==> src/rtl/mr_chips_control_if.sv <==
// Control-sequencer bundle: instruction/data memory handshakes plus datapath strobes.
// master = the sequencer, slave = memories and datapath.
interface mr_chips_control_if #(
   parameter int unsigned PC_W   = 12,
   parameter int unsigned DATA_W = 8
);
   logic              imem_req;
   logic [PC_W-1:0]   imem_addr;
   logic              imem_ready;
   logic [15:0]       imem_rdata;
   logic              dmem_req;
   logic              dmem_we;
   logic              dmem_ready;
   logic              alu_zero;
   logic [2:0]        alu_op;
   logic              alu_b_sel;
   logic [DATA_W-1:0] imm_ext;
   logic [2:0]        ra_addr;
   logic [2:0]        rb_addr;
   logic [2:0]        wb_addr;
   logic [1:0]        wb_sel;
   logic              reg_we;
   logic [PC_W-1:0]   pc;
   logic              retire;
   logic              halted;
   logic              illegal;

   modport master (
      output imem_req, imem_addr, dmem_req, dmem_we, alu_op, alu_b_sel, imm_ext,
             ra_addr, rb_addr, wb_addr, wb_sel, reg_we, pc, retire, halted, illegal,
      input  imem_ready, imem_rdata, dmem_ready, alu_zero
   );

   modport slave (
      input  imem_req, imem_addr, dmem_req, dmem_we, alu_op, alu_b_sel, imm_ext,
             ra_addr, rb_addr, wb_addr, wb_sel, reg_we, pc, retire, halted, illegal,
      output imem_ready, imem_rdata, dmem_ready, alu_zero
   );
endinterface

==> src/rtl/mr_chips_control.sv <==
// Multi-cycle FETCH/DECODE/EXEC/MEM/WB sequencer for the mr_chips 16-bit core.
// Owns pc and ir; datapath controls are decoded from the held ir.
module mr_chips_control #(
   parameter int unsigned    PC_W     = 12,
   parameter int unsigned    DATA_W   = 8,
   parameter logic [PC_W-1:0] RESET_PC = '0
) (
   input logic                clk,
   input logic                rst,
   mr_chips_control_if.master bus
);

   typedef enum logic [2:0] {StFetch, StDecode, StExec, StMem, StWb, StHalt} state_e;

   localparam logic [3:0] OpR    = 4'h0;
   localparam logic [3:0] OpAddi = 4'h1;
   localparam logic [3:0] OpLw   = 4'h2;
   localparam logic [3:0] OpSw   = 4'h3;
   localparam logic [3:0] OpBeq  = 4'h4;
   localparam logic [3:0] OpBne  = 4'h5;
   localparam logic [3:0] OpAndi = 4'h6;
   localparam logic [3:0] OpJ    = 4'h7;
   localparam logic [3:0] OpJal  = 4'h8;
   localparam logic [3:0] OpHalt = 4'h9;

   state_e          state_q, state_d;
   logic [PC_W-1:0] pc_q, pc_d;
   logic [15:0]     ir_q, ir_d;
   logic            illegal_q, illegal_d;
   logic            retire;

   logic [3:0]      op;
   logic [PC_W-1:0] pc_inc, pc_br, jaddr;
   logic            taken;

   assign op     = ir_q[15:12];
   assign pc_inc = pc_q + PC_W'(1);
   // Branch offset is relative to pc+1; all pc arithmetic wraps at PC_W bits.
   assign pc_br  = pc_inc + {{(PC_W-6){ir_q[11]}}, ir_q[11:6]};
   assign jaddr  = PC_W'(ir_q[11:0]);
   assign taken  = (op == OpBeq) ? bus.alu_zero : ~bus.alu_zero;

   always_ff @(posedge clk) begin
      if (rst) begin
         state_q   <= StFetch;
         pc_q      <= RESET_PC;
         ir_q      <= '0;
         illegal_q <= 1'b0;
      end else begin
         state_q   <= state_d;
         pc_q      <= pc_d;
         ir_q      <= ir_d;
         illegal_q <= illegal_d;
      end
   end

   always_comb begin
      state_d   = state_q;
      pc_d      = pc_q;
      ir_d      = ir_q;
      illegal_d = illegal_q;
      retire    = 1'b0;
      unique case (state_q)
         StFetch: begin
            if (bus.imem_ready) begin
               ir_d    = bus.imem_rdata;
               state_d = StDecode;
            end
         end
         StDecode: begin
            if (op == OpHalt) begin
               state_d = StHalt;
            end else if (op > OpHalt) begin
               state_d   = StHalt;
               illegal_d = 1'b1;
            end else begin
               state_d = StExec;
            end
         end
         StExec: begin
            unique case (op)
               OpBeq, OpBne: begin
                  pc_d    = taken ? pc_br : pc_inc;
                  retire  = 1'b1;
                  state_d = StFetch;
               end
               OpJ: begin
                  pc_d    = jaddr;
                  retire  = 1'b1;
                  state_d = StFetch;
               end
               OpLw, OpSw: state_d = StMem;
               default:    state_d = StWb;
            endcase
         end
         StMem: begin
            if (bus.dmem_ready) begin
               if (op == OpSw) begin
                  pc_d    = pc_inc;
                  retire  = 1'b1;
                  state_d = StFetch;
               end else begin
                  state_d = StWb;
               end
            end
         end
         StWb: begin
            pc_d    = (op == OpJal) ? jaddr : pc_inc;
            retire  = 1'b1;
            state_d = StFetch;
         end
         StHalt:  state_d = StHalt;
         default: state_d = StFetch;
      endcase
   end

   // Field decode; ir is stable from DECODE through WB so these hold too.
   always_comb begin
      bus.ra_addr   = ir_q[5:3];
      bus.rb_addr   = ir_q[2:0];
      bus.wb_addr   = ir_q[2:0];
      bus.alu_op    = 3'b000;
      bus.alu_b_sel = 1'b0;
      bus.wb_sel    = 2'b00;
      unique case (op)
         OpR: begin
            bus.ra_addr = ir_q[8:6];
            bus.rb_addr = ir_q[5:3];
            bus.alu_op  = ir_q[11:9];
         end
         OpAddi, OpSw: bus.alu_b_sel = 1'b1;
         OpLw: begin
            bus.alu_b_sel = 1'b1;
            bus.wb_sel    = 2'b01;
         end
         OpBeq, OpBne: bus.alu_op = 3'b001;
         OpAndi: begin
            bus.alu_b_sel = 1'b1;
            bus.alu_op    = 3'b010;
         end
         OpJal: begin
            bus.wb_addr = 3'd7;
            bus.wb_sel  = 2'b10;
         end
         default: ;
      endcase
   end

   assign bus.imm_ext   = {{(DATA_W-6){ir_q[11]}}, ir_q[11:6]};
   assign bus.imem_req  = (state_q == StFetch);
   assign bus.imem_addr = pc_q;
   assign bus.dmem_req  = (state_q == StMem);
   assign bus.dmem_we   = (state_q == StMem) && (op == OpSw);
   // A reset cycle abandons the instruction, so it must not write or retire.
   assign bus.reg_we    = (state_q == StWb) & ~rst;
   assign bus.retire    = retire & ~rst;
   assign bus.pc        = pc_q;
   assign bus.halted    = (state_q == StHalt);
   assign bus.illegal   = illegal_q;

endmodule

==> src/flat_wrapper.sv <==
// flat-port wrapper written by rule: the top's interface ports become plain ports
module mr_chips_control_flat 
#(
   parameter int unsigned    PC_W     = 12,
   parameter int unsigned    DATA_W   = 8,
   parameter logic [PC_W-1:0] RESET_PC = '0
)
  (clk, rst, bus_imem_req, bus_imem_addr, bus_dmem_req, bus_dmem_we, bus_alu_op, bus_alu_b_sel, bus_imm_ext, bus_ra_addr, bus_rb_addr, bus_wb_addr, bus_wb_sel, bus_reg_we, bus_pc, bus_retire, bus_halted, bus_illegal, bus_imem_ready, bus_imem_rdata, bus_dmem_ready, bus_alu_zero);
  mr_chips_control_if #(.PC_W(PC_W), .DATA_W(DATA_W)) bus_i ();
  input logic clk;
  input logic rst;
  output wire logic [$bits(bus_i.imem_req)-1:0] bus_imem_req;
  output wire logic [$bits(bus_i.imem_addr)-1:0] bus_imem_addr;
  output wire logic [$bits(bus_i.dmem_req)-1:0] bus_dmem_req;
  output wire logic [$bits(bus_i.dmem_we)-1:0] bus_dmem_we;
  output wire logic [$bits(bus_i.alu_op)-1:0] bus_alu_op;
  output wire logic [$bits(bus_i.alu_b_sel)-1:0] bus_alu_b_sel;
  output wire logic [$bits(bus_i.imm_ext)-1:0] bus_imm_ext;
  output wire logic [$bits(bus_i.ra_addr)-1:0] bus_ra_addr;
  output wire logic [$bits(bus_i.rb_addr)-1:0] bus_rb_addr;
  output wire logic [$bits(bus_i.wb_addr)-1:0] bus_wb_addr;
  output wire logic [$bits(bus_i.wb_sel)-1:0] bus_wb_sel;
  output wire logic [$bits(bus_i.reg_we)-1:0] bus_reg_we;
  output wire logic [$bits(bus_i.pc)-1:0] bus_pc;
  output wire logic [$bits(bus_i.retire)-1:0] bus_retire;
  output wire logic [$bits(bus_i.halted)-1:0] bus_halted;
  output wire logic [$bits(bus_i.illegal)-1:0] bus_illegal;
  input wire logic [$bits(bus_i.imem_ready)-1:0] bus_imem_ready;
  input wire logic [$bits(bus_i.imem_rdata)-1:0] bus_imem_rdata;
  input wire logic [$bits(bus_i.dmem_ready)-1:0] bus_dmem_ready;
  input wire logic [$bits(bus_i.alu_zero)-1:0] bus_alu_zero;
  assign bus_imem_req = bus_i.imem_req;
  assign bus_imem_addr = bus_i.imem_addr;
  assign bus_dmem_req = bus_i.dmem_req;
  assign bus_dmem_we = bus_i.dmem_we;
  assign bus_alu_op = bus_i.alu_op;
  assign bus_alu_b_sel = bus_i.alu_b_sel;
  assign bus_imm_ext = bus_i.imm_ext;
  assign bus_ra_addr = bus_i.ra_addr;
  assign bus_rb_addr = bus_i.rb_addr;
  assign bus_wb_addr = bus_i.wb_addr;
  assign bus_wb_sel = bus_i.wb_sel;
  assign bus_reg_we = bus_i.reg_we;
  assign bus_pc = bus_i.pc;
  assign bus_retire = bus_i.retire;
  assign bus_halted = bus_i.halted;
  assign bus_illegal = bus_i.illegal;
  assign bus_i.imem_ready = bus_imem_ready;
  assign bus_i.imem_rdata = bus_imem_rdata;
  assign bus_i.dmem_ready = bus_dmem_ready;
  assign bus_i.alu_zero = bus_alu_zero;
  mr_chips_control #(.PC_W(PC_W), .DATA_W(DATA_W), .RESET_PC(RESET_PC)) u_core (.clk(clk), .rst(rst), .bus(bus_i));
endmodule
==> config.mk <==
export PLATFORM = sky130hd
export DESIGN_NAME = mr_chips_control_flat
export DESIGN_NICKNAME = d
export VERILOG_FILES = /design/src/rtl/mr_chips_control_if.sv /design/src/rtl/mr_chips_control.sv /design/src/flat_wrapper.sv
export SDC_FILE = /design/constraint.sdc
export NUM_CORES = 1
export LEC_CHECK = 0
export CAP_MARGIN = 0
export CORE_AREA = 3 3 63 109
export DETAILED_ROUTE_END_ITERATION = 8
export DIE_AREA = 0 0 66 112
export GPL_ROUTABILITY_DRIVEN = 0
export PLACE_DENSITY = 0.75
export SYNTH_ARGS = -nofsm -noshare
export SYNTH_HDL_FRONTEND = slang
export SYNTH_SLANG_ARGS = --single-unit
==> constraint.sdc <==
create_clock -name clk -period 3.55 [get_ports clk]
set_clock_uncertainty 0.05 [all_clocks]
set_input_delay 0.71 -clock clk [delete_from_list [all_inputs] [get_ports clk]]
set_output_delay 0.71 -clock clk [all_outputs]
set_load 0.05 [all_outputs]
# Word-level counts from Yosys, hierarchy flattened
# Index checks and enable logic that the tools add are counted.
[word_totals]
input_bits = 21
mem_bits_ro = 0
register_bits = 32
mem_bits_rw = 0
out_inout_bits = 54
latchBits = 0
word_cells = 66
memories = 0
[op_classes]
order_cmp = 1
div = 0
mul = 0
n_eq_ne = 18
addsub = 2
bitwise = 5
reduce_logical = 12
mux = 24
shift = 0
[ops]
columns = ["operator", "count"]
rows = [
  ["$mux 12", 4],
  ["$pmux 12 s3", 1],
  ["$mux 3", 8],
  ["$pmux 12 s2", 1],
  ["$eq 4x3->1 const B", 4],
  ["$pmux 3 s5", 1],
  ["$add 12x1->12 const B", 1],
  ["$add 12x12->12", 1],
  ["$pmux 3 s3", 1],
  ["$eq 4x2->1 const B", 2],
  ["$eq 4x4->1 const B", 2],
  ["$eq 3x2->1 const B", 2],
  ["$eq 3x3->1 const B", 2],
  ["$ne 2x1->1 const B", 3],
  ["$pmux 3 s2", 1],
  ["$mux 1", 5],
  ["$eq 4x1->1 const B", 1],
  ["$gt 4x4->1 const B", 1],
  ["$logic_not 4->1", 1],
  ["$pmux 2 s2", 1],
  ["$reduce_and 2->1", 2],
  ["$reduce_and 4->1", 1],
  ["$reduce_or 2->1", 2],
  ["$reduce_or 4->1", 1],
  ["other kinds (10)", 13],
]

# Depth between registers and ports, before layout
[logic_depth]
ltp_word = 5
ltp_mapped = 12
depth_no_buf = 12

# Least setup slack after synthesis
# OpenSTA, ideal clock, no wires.
[synth_timing]
path_kind = "reg-to-output"
startpoint = "register u_core.state_q[1]"
endpoint = "output port bus_retire"
stages_incl_launch_ff = 8
required_ps = 2790
arrival_ps = 2579
setup_slack_ps = 211
cell_sequence = "dfxtp_1 -> nor2b_1 -> nand2_1 -> inv_2 -> nand4_1 -> o311a_1 -> buf_2 -> a211oi_1"
[synth_between]
elab_chain_len = 3
word_cells_on_any_way = 5
[synth_rtl]
columns = ["element", "line", "source"]
rows = [
  ["start: declaration", "mr_chips_control.sv:26", "state_e state_q, state_d;"],
  ["start signal: assignment", "mr_chips_control.sv:45", "state_q <= StFetch;"],
  ["start signal: assignment", "mr_chips_control.sv:50", "state_q <= state_d;"],
  ["$eq 3x2->1", "n/a", ""],
  ["net bus_dmem_req", "flat_wrapper.sv:14", "output wire logic [$bits(bus_i.dmem_req)-1:0] bus_dmem_req;"],
  ["$pmux 1 s3", "mr_chips_control.sv:63", "unique case (state_q)"],
  ["$and 1x1->1", "mr_chips_control.sv:156", "assign bus.retire = retire & ~rst;"],
  ["end: declaration", "flat_wrapper.sv:25", "output wire logic [$bits(bus_i.retire)-1:0] bus_retire;"],
]
# The timed path passes the listed nets, and every way through them passes these cells.

# Final worst setup path
[layout_timing]
startpoint = "register u_core.ir_q[12]"
endpoint = "output port bus_rb_addr[0]"
[layout_between]
elab_chain_len = 2
[layout_rtl]
columns = ["element", "line", "source"]
rows = [
  ["start: declaration", "mr_chips_control.sv:28", "logic [15:0] ir_q, ir_d;"],
  ["start signal: assignment", "mr_chips_control.sv:52", "ir_q <= ir_d;"],
  ["$logic_not 4->1", "mr_chips_control.sv:125", "unique case (op)"],
  ["$mux 3", "mr_chips_control.sv:125", ""],
  ["end: declaration", "flat_wrapper.sv:20", "output wire logic [$bits(bus_i.rb_addr)-1:0] bus_rb_addr;"],
]
# Every way passes these cells.

==> impl_metrics.yaml <==
routing:
  drc: 0
  wire_per_inst_um: 16.2
  drtAntennaViolNets: 0
  routed_wl_um: 7850
  via_per_inst: 5.76
  drt_iter0_drc: 149
  dr.pass1.iters: 5
  vias: 2796
setup_path:
  cp-start-kind: "register"
  cp-end-kind: "primary output"
  crit_start: "u_core.ir_q[12]$_SDFFE_PP0P_"
  critPathKind: "reg2out"
  required_ns: 2.79
  reg2reg_from: "u_core.bus.imem_addr[2]$_SDFFE_PP0P_"
  crit_fanout: 13
  worst_ep_arrival_time_ns: 2.51
grt:
  antenna_found_initial: 0
  gr-usage-all-layers_pct: 21.7
  first_global_vias: 2783
  grt_pass1_wl_um: 12700
  grt_max_degree: 26
  grt_overflow: 0
sta:
  final.min_clock_period_ns: 3.27
  slew_headroom_pct: 37.2
  final.period_utilization_pct: 92.1
  hold_violations: 0
  finalMaxSlewViolations: 0
  rsz0062_at_grt: "no"
  fmax_ghz: 0.306
  setup_violations: 0
  setup_slack_ns: 0.280
  worstMarginPinSlew_ns: 0.935
  setup-tns-final_ns: 0
power_and_ir_drop:
  power.density_mw_per_mm2: 341
  p_total_mw: 1.18
  p_leak_nw: 1.36
  ir_drop_mv: 0.270
min_path:
  holdCritStartpoint: "u_core.bus.illegal$_SDFFE_PP0P_"
  hp-class: "reg2reg"
synth:
  syn_nets: 394
  syn_inst: 357
  synth_seq_area_share_pct: 23.6
  synth_edf_count: 0
  synthArstFlopShare_pct: 0
  mappedNetlistArea_mm2: 0.00271
  ys_ff_latch: 32
  synthTopCellsByArea: "dfxtp_1, nand2_1, ha_1, a21oi_1, buf_4"
  ys_warn_count: 0
  synth_flop_cell: "dfxtp_1"
  ys_types: 56
  yosysTopAreaCell: "dfxtp_1"
  synth.top_cell.area_share_pct: 23.6
  avgSynthCellArea_um2: 7.60
clock_network:
  postCtsSetupBuffers: 0
  cts_buffers: 5
  cts_buffer_depth: 2
  cts_resized: 0
  clock-root-buffer: "clkbuf_8"
  cts_sinks: 32
  htreeDepth: 2
  postCtsHoldBufs: 0
  cts_tree: "done"
  cts.clk_slew.worst_paths_ns: 0.08
  clock_latency_ns: 0.30
die:
  dieArea_mm2: 0.00739
  chipWidth_um: 66
  die_h_um: 112
  core_area_mm2: 0.00613
  ios: 75
  initial_utilization_pct: 44.2
  placementRows: 38
cells_and_area:
  fillCellCount: 561
  multiInputGateArea_mm2: 0.00180
  syn_to_final_growth_pct: 28.0
  fin_util_pct: 56.6
  seqCellArea_um2: 641
  final_nets: 441
  antennaDiodeCount: 0
  drive_gt1_share_pct: 8.89
flow_run:
  maxCapViolCount: 0
placed_design:
  hpwl_um: 6020
  port_buffers: 74
  pre_cts_ws_ns: 0.390
status:
  status: "finished, final reports clean"
-- sequential cells by signal, indices dropped and copies added, names as in the netlist --
name / flops
u_core.state_q: 3
u_core.ir_q: 16
u_core.bus.imem_addr: 12
u_core.bus.illegal: 1
-- power by group --
group	internal (mW)	leakage, nW	switching (mW)
clock network	0.155	0.0510	0.154
registers	0.380	0.261	0.0440
logic	0.169	1.05	0.281
total	0.704	1.36	0.479
-- critical path, cell delays in order (launching register included) --
cell and delay (ns):
dfxtp_1 0.45, or3_1 0.45, nor2_1 0.10, buf_4 0.16, mux2_2 0.35, clkdlybuf4s50_1 0.70
-- logic make-up after synthesis --
family          share of synthesized area [%]
simple gates                             24.6
buf+inv                                  9.87
compound gates                           24.6
fa+ha+maj                                7.66
mux                                      3.23
xor+xnor                                 6.46
flops                                    23.6
-- stage by stage --
stage          hold WS (ns)  std cells  area, µm²
6_report              0.439        485       3470
5_1_grt               0.495        485       3470
4_1_cts               0.448        485       3470
3_5_place_dp          0.430        477       3380
3_3_place_gp          0.433        477       3380
2_1_floorplan         0.407        357       2710
-- cells in the mapped netlist, drive strengths merged, types with 5 or more instances --
library cell / count
nor3: 12
a221o: 6
nand2: 52
xnor2: 14
ha: 15
o21ai: 11
a21oi: 36
a221oi: 5
clkbuf: 13
xor2: 6
and2: 5
buf: 27
a211oi: 10
nand3: 10
nor2: 30
and3: 5
o211ai: 6
dfxtp: 32
mux2: 6
inv: 8
-- placed cells by master (no fill, tap or decap), types with 4 or more instances in the layout --
master,synthesis,final
clkdlybuf4s50_1,0,72
nand2_1,52,52
a21oi_1,36,36
dfxtp_1,32,32
nor2_1,29,29
ha_1,15,15
xnor2_1,14,14
nor3_1,12,12
nand3_1,10,10
o21ai_0,9,9
a211oi_1,8,8
xor2_1,6,6
inv_1,6,6
mux2_2,6,6
o211ai_1,6,6
a221o_1,6,6
clkbuf_8,0,6
buf_4,21,6
and3_1,5,5
and2_1,4,4
nand4_1,4,4
nand2b_1,4,4
or3_1,4,4
a21o_1,4,4
a221oi_1,4,4
-- cell type report --
cell class	instances	share of cell area (%)
clock buffers	6	2.38
well taps	80	2.88
inverters	8	0.865
flip-flops and latches	32	18.4
repair buffers	80	23.2
multi-input cells	277	51.9
clock inverters	2	0.288
-- worst paths after layout --
path	to	cells past startpoint	slack [ns]
setup reg to reg	u_core.bus.imem_addr[10]$_SDFFE_PP0P_	12	0.33
setup / recovery	bus_rb_addr[0]	5	0.28
hold / removal	u_core.bus.illegal$_SDFFE_PP0P_	2	0.44
hold reg to reg	u_core.bus.illegal$_SDFFE_PP0P_	2	0.44
-- metal layers --
layer	track usage [%]	part of all wire (%)
met2	40.6	55
met1	22.5	37
met4	11.0	3.7
met5	0	0
met3	2.83	4.8
No activity file was read; power rests on OpenSTA's default activity.
